[src/rtl/m_rst_pkg.sv]
// Shared types and limits for the sequenced reset controller and its synchroniser.
// Reusable by any reset domain that needs the same state encoding.
package m_rst_pkg;

  localparam int STATE_W  = 2;
  localparam int MAX_OUT  = 16;
  localparam int MIN_SYNC = 2;

  typedef enum logic [STATE_W-1:0] {
    RST_ASSERT  = 2'd0,
    RST_RELEASE = 2'd1,
    RST_RUN     = 2'd2,
    RST_SW_HOLD = 2'd3
  } rst_state_t;

  // The counter must hold the larger of the two terminal counts.
  function automatic int cnt_width(input int stretch, input int stagger);
    int m;
    m = (stretch > stagger) ? stretch : stagger;
    return $clog2(m + 1);
  endfunction

endpackage

[src/rtl/m_rst_sync.sv]
// Async-assert / sync-deassert reset synchroniser; rn_sync rises STAGES edges after rn releases.
// No flow control: a plain flop chain with D tied high.
module m_rst_sync
  import m_rst_pkg::*;
#(
  parameter int STAGES = 2
) (
  input  logic ck,
  input  logic rn,
  output logic rn_sync
);

  if (STAGES < MIN_SYNC) begin : g_bad_stages
    $error("m_rst_sync: STAGES must be >= %0d", MIN_SYNC);
  end

  logic [STAGES-1:0] chain;

  always_ff @(posedge ck or negedge rn) begin
    if (!rn) begin
      chain <= '0;
    end else begin
      chain <= {chain[STAGES-2:0], 1'b1};
    end
  end

  assign rn_sync = chain[STAGES-1];

endmodule

[src/rtl/m_rst_ctrl.sv]
// Sequenced reset generator: async assert, synchronised/stretched/staggered release, bit 0 first.
// Software reset handshake (REQ/ACK) present only when M_RST_CTRL_SW_RST_EN is defined.
module m_rst_ctrl
  import m_rst_pkg::*;
#(
  parameter int NUM_OUT     = 4,
  parameter int SYNC_STAGES = 2,
  parameter int STRETCH_CYC = 16,
  parameter int STAGGER_CYC = 4
) (
  input  logic               CK,
  input  logic               RN,
  input  logic               SW_RST_REQ,
  output logic               SW_RST_ACK,
  output logic [NUM_OUT-1:0] RST_N_OUT,
  output logic               RST_DONE
);

  if (NUM_OUT < 1 || NUM_OUT > MAX_OUT) begin : g_bad_num_out
    $error("m_rst_ctrl: NUM_OUT must be in 1..%0d", MAX_OUT);
  end
  if (SYNC_STAGES < MIN_SYNC) begin : g_bad_sync
    $error("m_rst_ctrl: SYNC_STAGES must be >= %0d", MIN_SYNC);
  end
  if (STRETCH_CYC < 1) begin : g_bad_stretch
    $error("m_rst_ctrl: STRETCH_CYC must be >= 1");
  end
  if (STAGGER_CYC < 1) begin : g_bad_stagger
    $error("m_rst_ctrl: STAGGER_CYC must be >= 1");
  end

  localparam int                 CNT_W        = cnt_width(STRETCH_CYC, STAGGER_CYC);
  localparam logic [CNT_W-1:0]   STRETCH_LAST = CNT_W'(STRETCH_CYC - 1);
  localparam logic [CNT_W-1:0]   STAGGER_LAST = CNT_W'(STAGGER_CYC - 1);
  localparam logic [NUM_OUT-1:0] OUT_FIRST    = NUM_OUT'(1);

  logic               rn_sync;
  rst_state_t         state;
  logic [CNT_W-1:0]   cnt;
  logic [NUM_OUT-1:0] rst_n_r;
  logic [NUM_OUT-1:0] rst_n_shift;
  logic               done_r;

  m_rst_sync #(
    .STAGES (SYNC_STAGES)
  ) u_sync (
    .ck      (CK),
    .rn      (RN),
    .rn_sync (rn_sync)
  );

  // Outputs fill from bit 0 upward, so the sequence is complete when every bit is set.
  assign rst_n_shift = (rst_n_r << 1) | OUT_FIRST;

`ifdef M_RST_CTRL_SW_RST_EN
  logic ack_r;
  assign SW_RST_ACK = ack_r;
`else
  logic sw_req_unused;
  assign sw_req_unused = SW_RST_REQ;
  assign SW_RST_ACK    = 1'b0;
`endif

  always_ff @(posedge CK or negedge RN) begin
    if (!RN) begin
      state   <= RST_ASSERT;
      cnt     <= '0;
      rst_n_r <= '0;
      done_r  <= 1'b0;
`ifdef M_RST_CTRL_SW_RST_EN
      ack_r   <= 1'b0;
`endif
    end else begin
      case (state)
        RST_ASSERT: begin
          rst_n_r <= '0;
          done_r  <= 1'b0;
          // Stretch only counts once the raw reset release has crossed the synchroniser.
          if (rn_sync) begin
            if (cnt == STRETCH_LAST) begin
              cnt     <= '0;
              rst_n_r <= OUT_FIRST;
              if (NUM_OUT == 1) begin
                done_r <= 1'b1;
                state  <= RST_RUN;
              end else begin
                state  <= RST_RELEASE;
              end
            end else begin
              cnt <= cnt + CNT_W'(1);
            end
          end
        end

        RST_RELEASE: begin
          if (cnt == STAGGER_LAST) begin
            cnt     <= '0;
            rst_n_r <= rst_n_shift;
            if (&rst_n_shift) begin
              done_r <= 1'b1;
              state  <= RST_RUN;
            end
          end else begin
            cnt <= cnt + CNT_W'(1);
          end
        end

        RST_RUN: begin
`ifdef M_RST_CTRL_SW_RST_EN
          if (SW_RST_REQ) begin
            rst_n_r <= '0;
            done_r  <= 1'b0;
            ack_r   <= 1'b1;
            state   <= RST_SW_HOLD;
          end
`endif
        end

        RST_SW_HOLD: begin
`ifdef M_RST_CTRL_SW_RST_EN
          // Release restarts from the stretch phase; the synchroniser is already settled.
          if (!SW_RST_REQ) begin
            ack_r <= 1'b0;
            cnt   <= '0;
            state <= RST_ASSERT;
          end
`else
          state <= RST_ASSERT;
`endif
        end

        default: begin
          cnt     <= '0;
          rst_n_r <= '0;
          done_r  <= 1'b0;
          state   <= RST_ASSERT;
        end
      endcase
    end
  end

  assign RST_N_OUT = rst_n_r;
  assign RST_DONE  = done_r;

endmodule
[config.mk]
export PLATFORM = sky130hd
export DESIGN_NAME = m_rst_ctrl
export DESIGN_NICKNAME = d
export VERILOG_FILES = /design/src/rtl/m_rst_pkg.sv /design/src/rtl/m_rst_sync.sv /design/src/rtl/m_rst_ctrl.sv
export SDC_FILE = /design/constraint.sdc
export NUM_CORES = 1
export LEC_CHECK = 0
export CAP_MARGIN = 20
export CORE_MARGIN = 4
export CORE_UTILIZATION = 35
export CTS_CLUSTER_DIAMETER = 80
export CTS_CLUSTER_SIZE = 28
export DETAILED_ROUTE_END_ITERATION = 8
export DONT_BUFFER_PORTS = 1
export GPL_TIMING_DRIVEN = 1
export PLACE_DENSITY = 0.56
export RECOVER_POWER = 25
export SYNTH_ARGS = -nofsm -noshare
export SYNTH_HDL_FRONTEND = slang
export SYNTH_SLANG_ARGS = --single-unit
[constraint.sdc]
create_clock -name CK -period 1.9 [get_ports CK]
set_clock_uncertainty 0.15 [all_clocks]
set_input_delay 0.38 -clock CK [delete_from_list [all_inputs] [get_ports CK]]
set_output_delay 0.38 -clock CK [all_outputs]
set_load 0.01 [all_outputs]
# Word-level counts from Yosys, hierarchy flattened
# Cells that the tools add are included.
# classes
add_sub_neg,1
n_mul,0
div_mod_pow,0
n_lt_le_gt_ge,0
eq_ne,8
shifts,0
muxes,16
n_bitwise,0
n_reduce_logical,8
# ops
cell,count
$mux 5,3
$pmux 5 s2,1
$mux 2,4
$pmux 4 s2,1
$ne 2x2->1 const B,3
$pmux 2 s3,1
$reduce_and 3->1,2
$add 5x1->5 const B,1
$eq 5x2->1 const B,1
$eq 5x4->1 const B,1
$reduce_and 5->1,1
$mux 1,4
$mux 4,1
$reduce_and 2->1,2
$reduce_bool 3->1,1
$eq 2x1->1 const B,1
$eq 2x2->1 const B,1
$logic_not 2->1,1
$ne 2x1->1 const B,1
$pmux 1 s2,1
$reduce_bool 2->1,1
# totals
reg_bits,14
latch_bits,0
ram_bits,0
romBits,0
in_bits,3
output_inout_bits,6
wordCells,38
memories,0

# Depth between registers and ports, before layout
# depth
word_depth,4
mapped_depth,7
mapped_depth_nobuf,7

# Modules after synthesis
# A second synthesis with hierarchy kept.
# unflattened
hier_cells,71
hier_area_um2,716.9
# modules_own_cells
module,instances,cells_per_inst,area_per_inst_um2,seq_area_each_um2
m_rst_ctrl,1,68,663.1,300.3
m_rst_sync,1,3,53.8,50.0

# Least setup slack after synthesis
# No wires, ideal clock.
# synth_timing
path_kind,flip-flop to flip-flop
start,reg cnt[0]
end,reg cnt[2]
arrival_time_ns,1.396
required_time_ns,1.621
slack_ns,0.224
path_stages_with_launch,6
path_buffers,1
synth_period_minus_slack_ns,1.676
path_cell_list,dfrtp_1 > ha_1 > or4b_4 > buf_6 > o21ai_0 > o21ai_0
# synth_between
elab_chain_len,4
# synth_rtl
element,line,source
from (decl),m_rst_ctrl.sv:39,logic [CNT_W-1:0] cnt;
from (signal assigned),m_rst_ctrl.sv:90,cnt <= cnt + CNT_W'(1);
from (signal assigned),m_rst_ctrl.sv:104,cnt <= cnt + CNT_W'(1);
$add 5x1->5 or $eq 5x4->1 (tied branches),"m_rst_ctrl.sv:90, m_rst_ctrl.sv:104, m_rst_ctrl.sv:80",
$mux 5,m_rst_ctrl.sv:80,if (cnt == STRETCH_LAST) begin
$mux 5,m_rst_ctrl.sv:79,if (rn_sync) begin
$pmux 5 s2 *,m_rst_ctrl.sv:74,case (state)
# Every way passes the cells marked *; elsewhere a longest branch is shown, timed or not. The select of a mux whose other input is x is not followed.
# A chain may end at the register's enable or synchronous reset.

# Worst setup path in the final report
# Same ends and word-level chain as after synthesis.

==> results.md <==
- Status: finished clean
- Combinational share of power: between 20% and 30%
- Dpl hpwl: 923.4 um
- Yosys top cell by area: dfrtp_1
- Max incr delay on CP: approximately 550 ps
- Drt drc: 0
- Syn Nets: 80
- Cells on worst reg2reg path: 4
- Synth top area share: 49.04%
- Slowest cell on the critical path: or4b_4
- Final setup vio count: 0
- Syn avg cell area: just under 10 um^2
- Syn Std Cell Area: 714.4 um^2
- Layout cells sized above 1: around 14%
- Crit path launch type: register
- Synth area leaders: dfrtp_1 49%, ha_1 5.3%, nand2_1 4.2%, a21oi_1 3.5%, o21ai_1 3.5%
- ANT nets after route: 0
- Slew Limit Fails: 0
- Hold EP: u_sync.chain[1]
- Initial core utilization: between 30% and 40%
- Tot GR Track Use: between 10% and 20%
- Core Box Area: 1942 um^2
- Final min period: 1793 ps
- Initial drt markers: 9
- Kind of critical path: reg2reg
- RD Place Congestion: 0.6801
- H-tree levels: 1
- Commonest non-fill, non-tap cells in the layout: 14 x dfrtp_1, 8 x nand2_1, 5 x a21oi_1, 5 x nor2_1, 5 x o21ai_1
- Final Hold Fails: 0
- HP Class: reg2reg
- Final period utilization: between 90% and 100%
- Switching pwr: 317.8 uW
- Die height: 53.18 um
- Clk slew on worst S/H paths: 80 ps
- Die W: 53.18 um
- Synthesis Warnings: 0
- Yosys reg bits: 14
- R2R Path Start: cnt[0]
- RSZ-0062 raised after global routing: no
- PnR worst setup slack: 107.2 ps
- Net switching fraction of the power: 34.83%
- Cell Pwr Density: about 1200 nW/um^2
- I/O Pins: 9
- Clock root buffer master: clkbuf_4
- Seq pwr share: 47.5%
- Routed WL: 1277 um
- Dpl cells: 99
- Drt pass-1 iters: 4
- First-pass GRT wire length: approximately 2200 um
- Layout Cells excl Fill: 104
- WHS Path Cells: 0
- Number of library cell types mapped by synthesis: 27
- Largest net degree at the start of global routing: 15
- Register area share after synthesis: 49.04%
- Congestion Overflow GR: 0
- Cell Int Power: about 600 uW
- Worst Tran Pin Value: 622.9 ps
- Crit-path cells: ha_1 -> or4b_4 -> o21ai_0 -> o21ai_0
- Ant. Diodes: 0
- Fin nets: 84
- CP max FO: 7
- Number of port buffers: 0
- Number of max-cap violations: 0
- Sum Neg Setup Slack: 0 ps
- Mapped Cells: 74
- Drt via density: roughly 5
- Power share of the clock group: 23.5%
- Most common cell after layout, fill and taps aside: dfrtp_1
- Most used routing layer: met2
- Vias in the first global route: 519
- Area Growth Syn to Fin: 9.282%
- Worst IR Drop VDD: 0.4086 mV
- Avg WL per Cell: between 10 and 15 um
- Max Root-Sink Buffers: 2
- Row Count: 16
- Place WS: ~110 ps
- Resized cells post-CTS: 0
- Via count: between 500 and 600
- Hold Path Origin: u_sync.chain[0]
- Clock sink total: 14
- Worst-Skew Late Latency: roughly 280 ps
- CP endpoint kind: register
- Slew HR: 58.34%
- R2R setup slack: approximately 110 ps
- LEAKAGE: 0.0003453 uW
- Met3 Usage GRT: 2.254%
- CTS tree: done
- Reg-to-reg endpoint: cnt[2]
- Die Area: 2828 um^2
- Initial antenna violation count: 0
- Met2 Usage GRT: 17.36%
- Worst endpoint data arrival time: 1800 ps
- Met1 Use GR: 13.49%
- Worst path required time: between 1500 and 2000 ps
- Cts bufs inserted: 3
- Cell repeated most along the worst path: o21ai_0
- F_max: 557.8 MHz
## metal layers
metal	share of wire, %	wire [um]
met2	47	603
met1	48	619
met5	0	0
met4	1.2	15
met3	3.0	38
## worst max-delay path: cells and delay by family, from the launching register on
| kind | cells | cell delay, ps |
|---|---|---|
| adder cells (fa/ha/maj) | 1 | 220 |
| AND/OR/NAND/NOR | 1 | 550 |
| AO/OA/AOI/OAI | 2 | 360 |
| flip-flops | 1 | 390 |
## final cells by class
class | count | area (um^2)
clock buffers | 4 | 36.28
inverters | 4 | 15.01
well taps | 27 | 33.78
fillers | 199 | 1161
multi-input cells | 52 | 320.3
repair buffers | 3 | 25.02
flip-flops and latches | 14 | 350.3
## registers in the layout, indices dropped and copies added, names as in the netlist
| signal | flops |
|---|---|
| RST_N_OUT | 4 |
| RST_DONE | 1 |
| state | 2 |
| cnt | 5 |
| u_sync.chain | 2 |
## worst max path at each step
stage	endpoint	slack, ps	startpoint	cells after the start
2_1_floorplan	cnt[2]	220	cnt[0]	5
3_3_place_gp	cnt[0]	120	cnt[0]	4
3_5_place_dp	cnt[2]	110	cnt[0]	4
4_1_cts	cnt[2]	100	cnt[0]	4
5_1_grt	cnt[0]	20	cnt[0]	4
6_report	cnt[2]	110	cnt[0]	4
## Yosys cell counts
cell and count:
nor4b_1 1, nor3_1 2, or4b_4 1, o21bai_1 1, conb_1 2, buf_6 1, a211oi_1 1, o22a_1 1
mux2_2 1, o21ai_1 5, a22oi_1 3, nor2_4 1, dfrtp_1 14, nand2_1 8, o21ai_0 4, a21oi_2 2
nand4_1 1, buf_2 2, buf_4 1, and3_1 1, ha_1 3, a21oi_1 5, inv_1 4, nor2_1 5
nand3_1 1, nand2b_1 2, o31ai_1 1
## power groups by stage
stage	sequential, uW	clock [uW]	combinational, uW
after global placement	436	0	252
after floorplan	419	0	220
final	434	215	264
after detailed placement	440	0	259
after CTS	434	226	267
after global routing	445	236	308
## cells by family (layout without fill, tap and decap cells)
kind of cell / after synthesis / after routing / share of synthesized area (%)
other: 2 / 2 / 1.051
flip-flops: 14 / 14 / 49.04
multiplexers: 1 / 1 / 1.576
adder cells (fa/ha/maj): 3 / 3 / 5.255
buffers and inverters: 8 / 11 / 6.129
AO/OA/AOI/OAI: 23 / 23 / 19.79
AND/OR/NAND/NOR: 23 / 23 / 17.16
## per-stage QoR
| step | hold WS [ps] | power (uW) | area, um^2 | util, % |
|---|---|---|---|---|
| after floorplan | -65.59 | 638.7 | 714.4 | - |
| after global placement | -65.18 | 688.4 | 734.5 | 37.82 |
| after detailed placement | -65.18 | 699.0 | 734.5 | 37.82 |
| after CTS | 208.8 | 926.4 | 780.7 | 40.21 |
| after global routing | 213.8 | 988.9 | 780.7 | 40.21 |
| final | 205.0 | 912.4 | 780.7 | 40.21 |
## timing repair
action	CTS	global route
hold endpoints to repair	14	0
setup buffers	0	0
hold buffers	1	0
setup endpoints to repair	0	0
(Power assumes the default switching activity.)
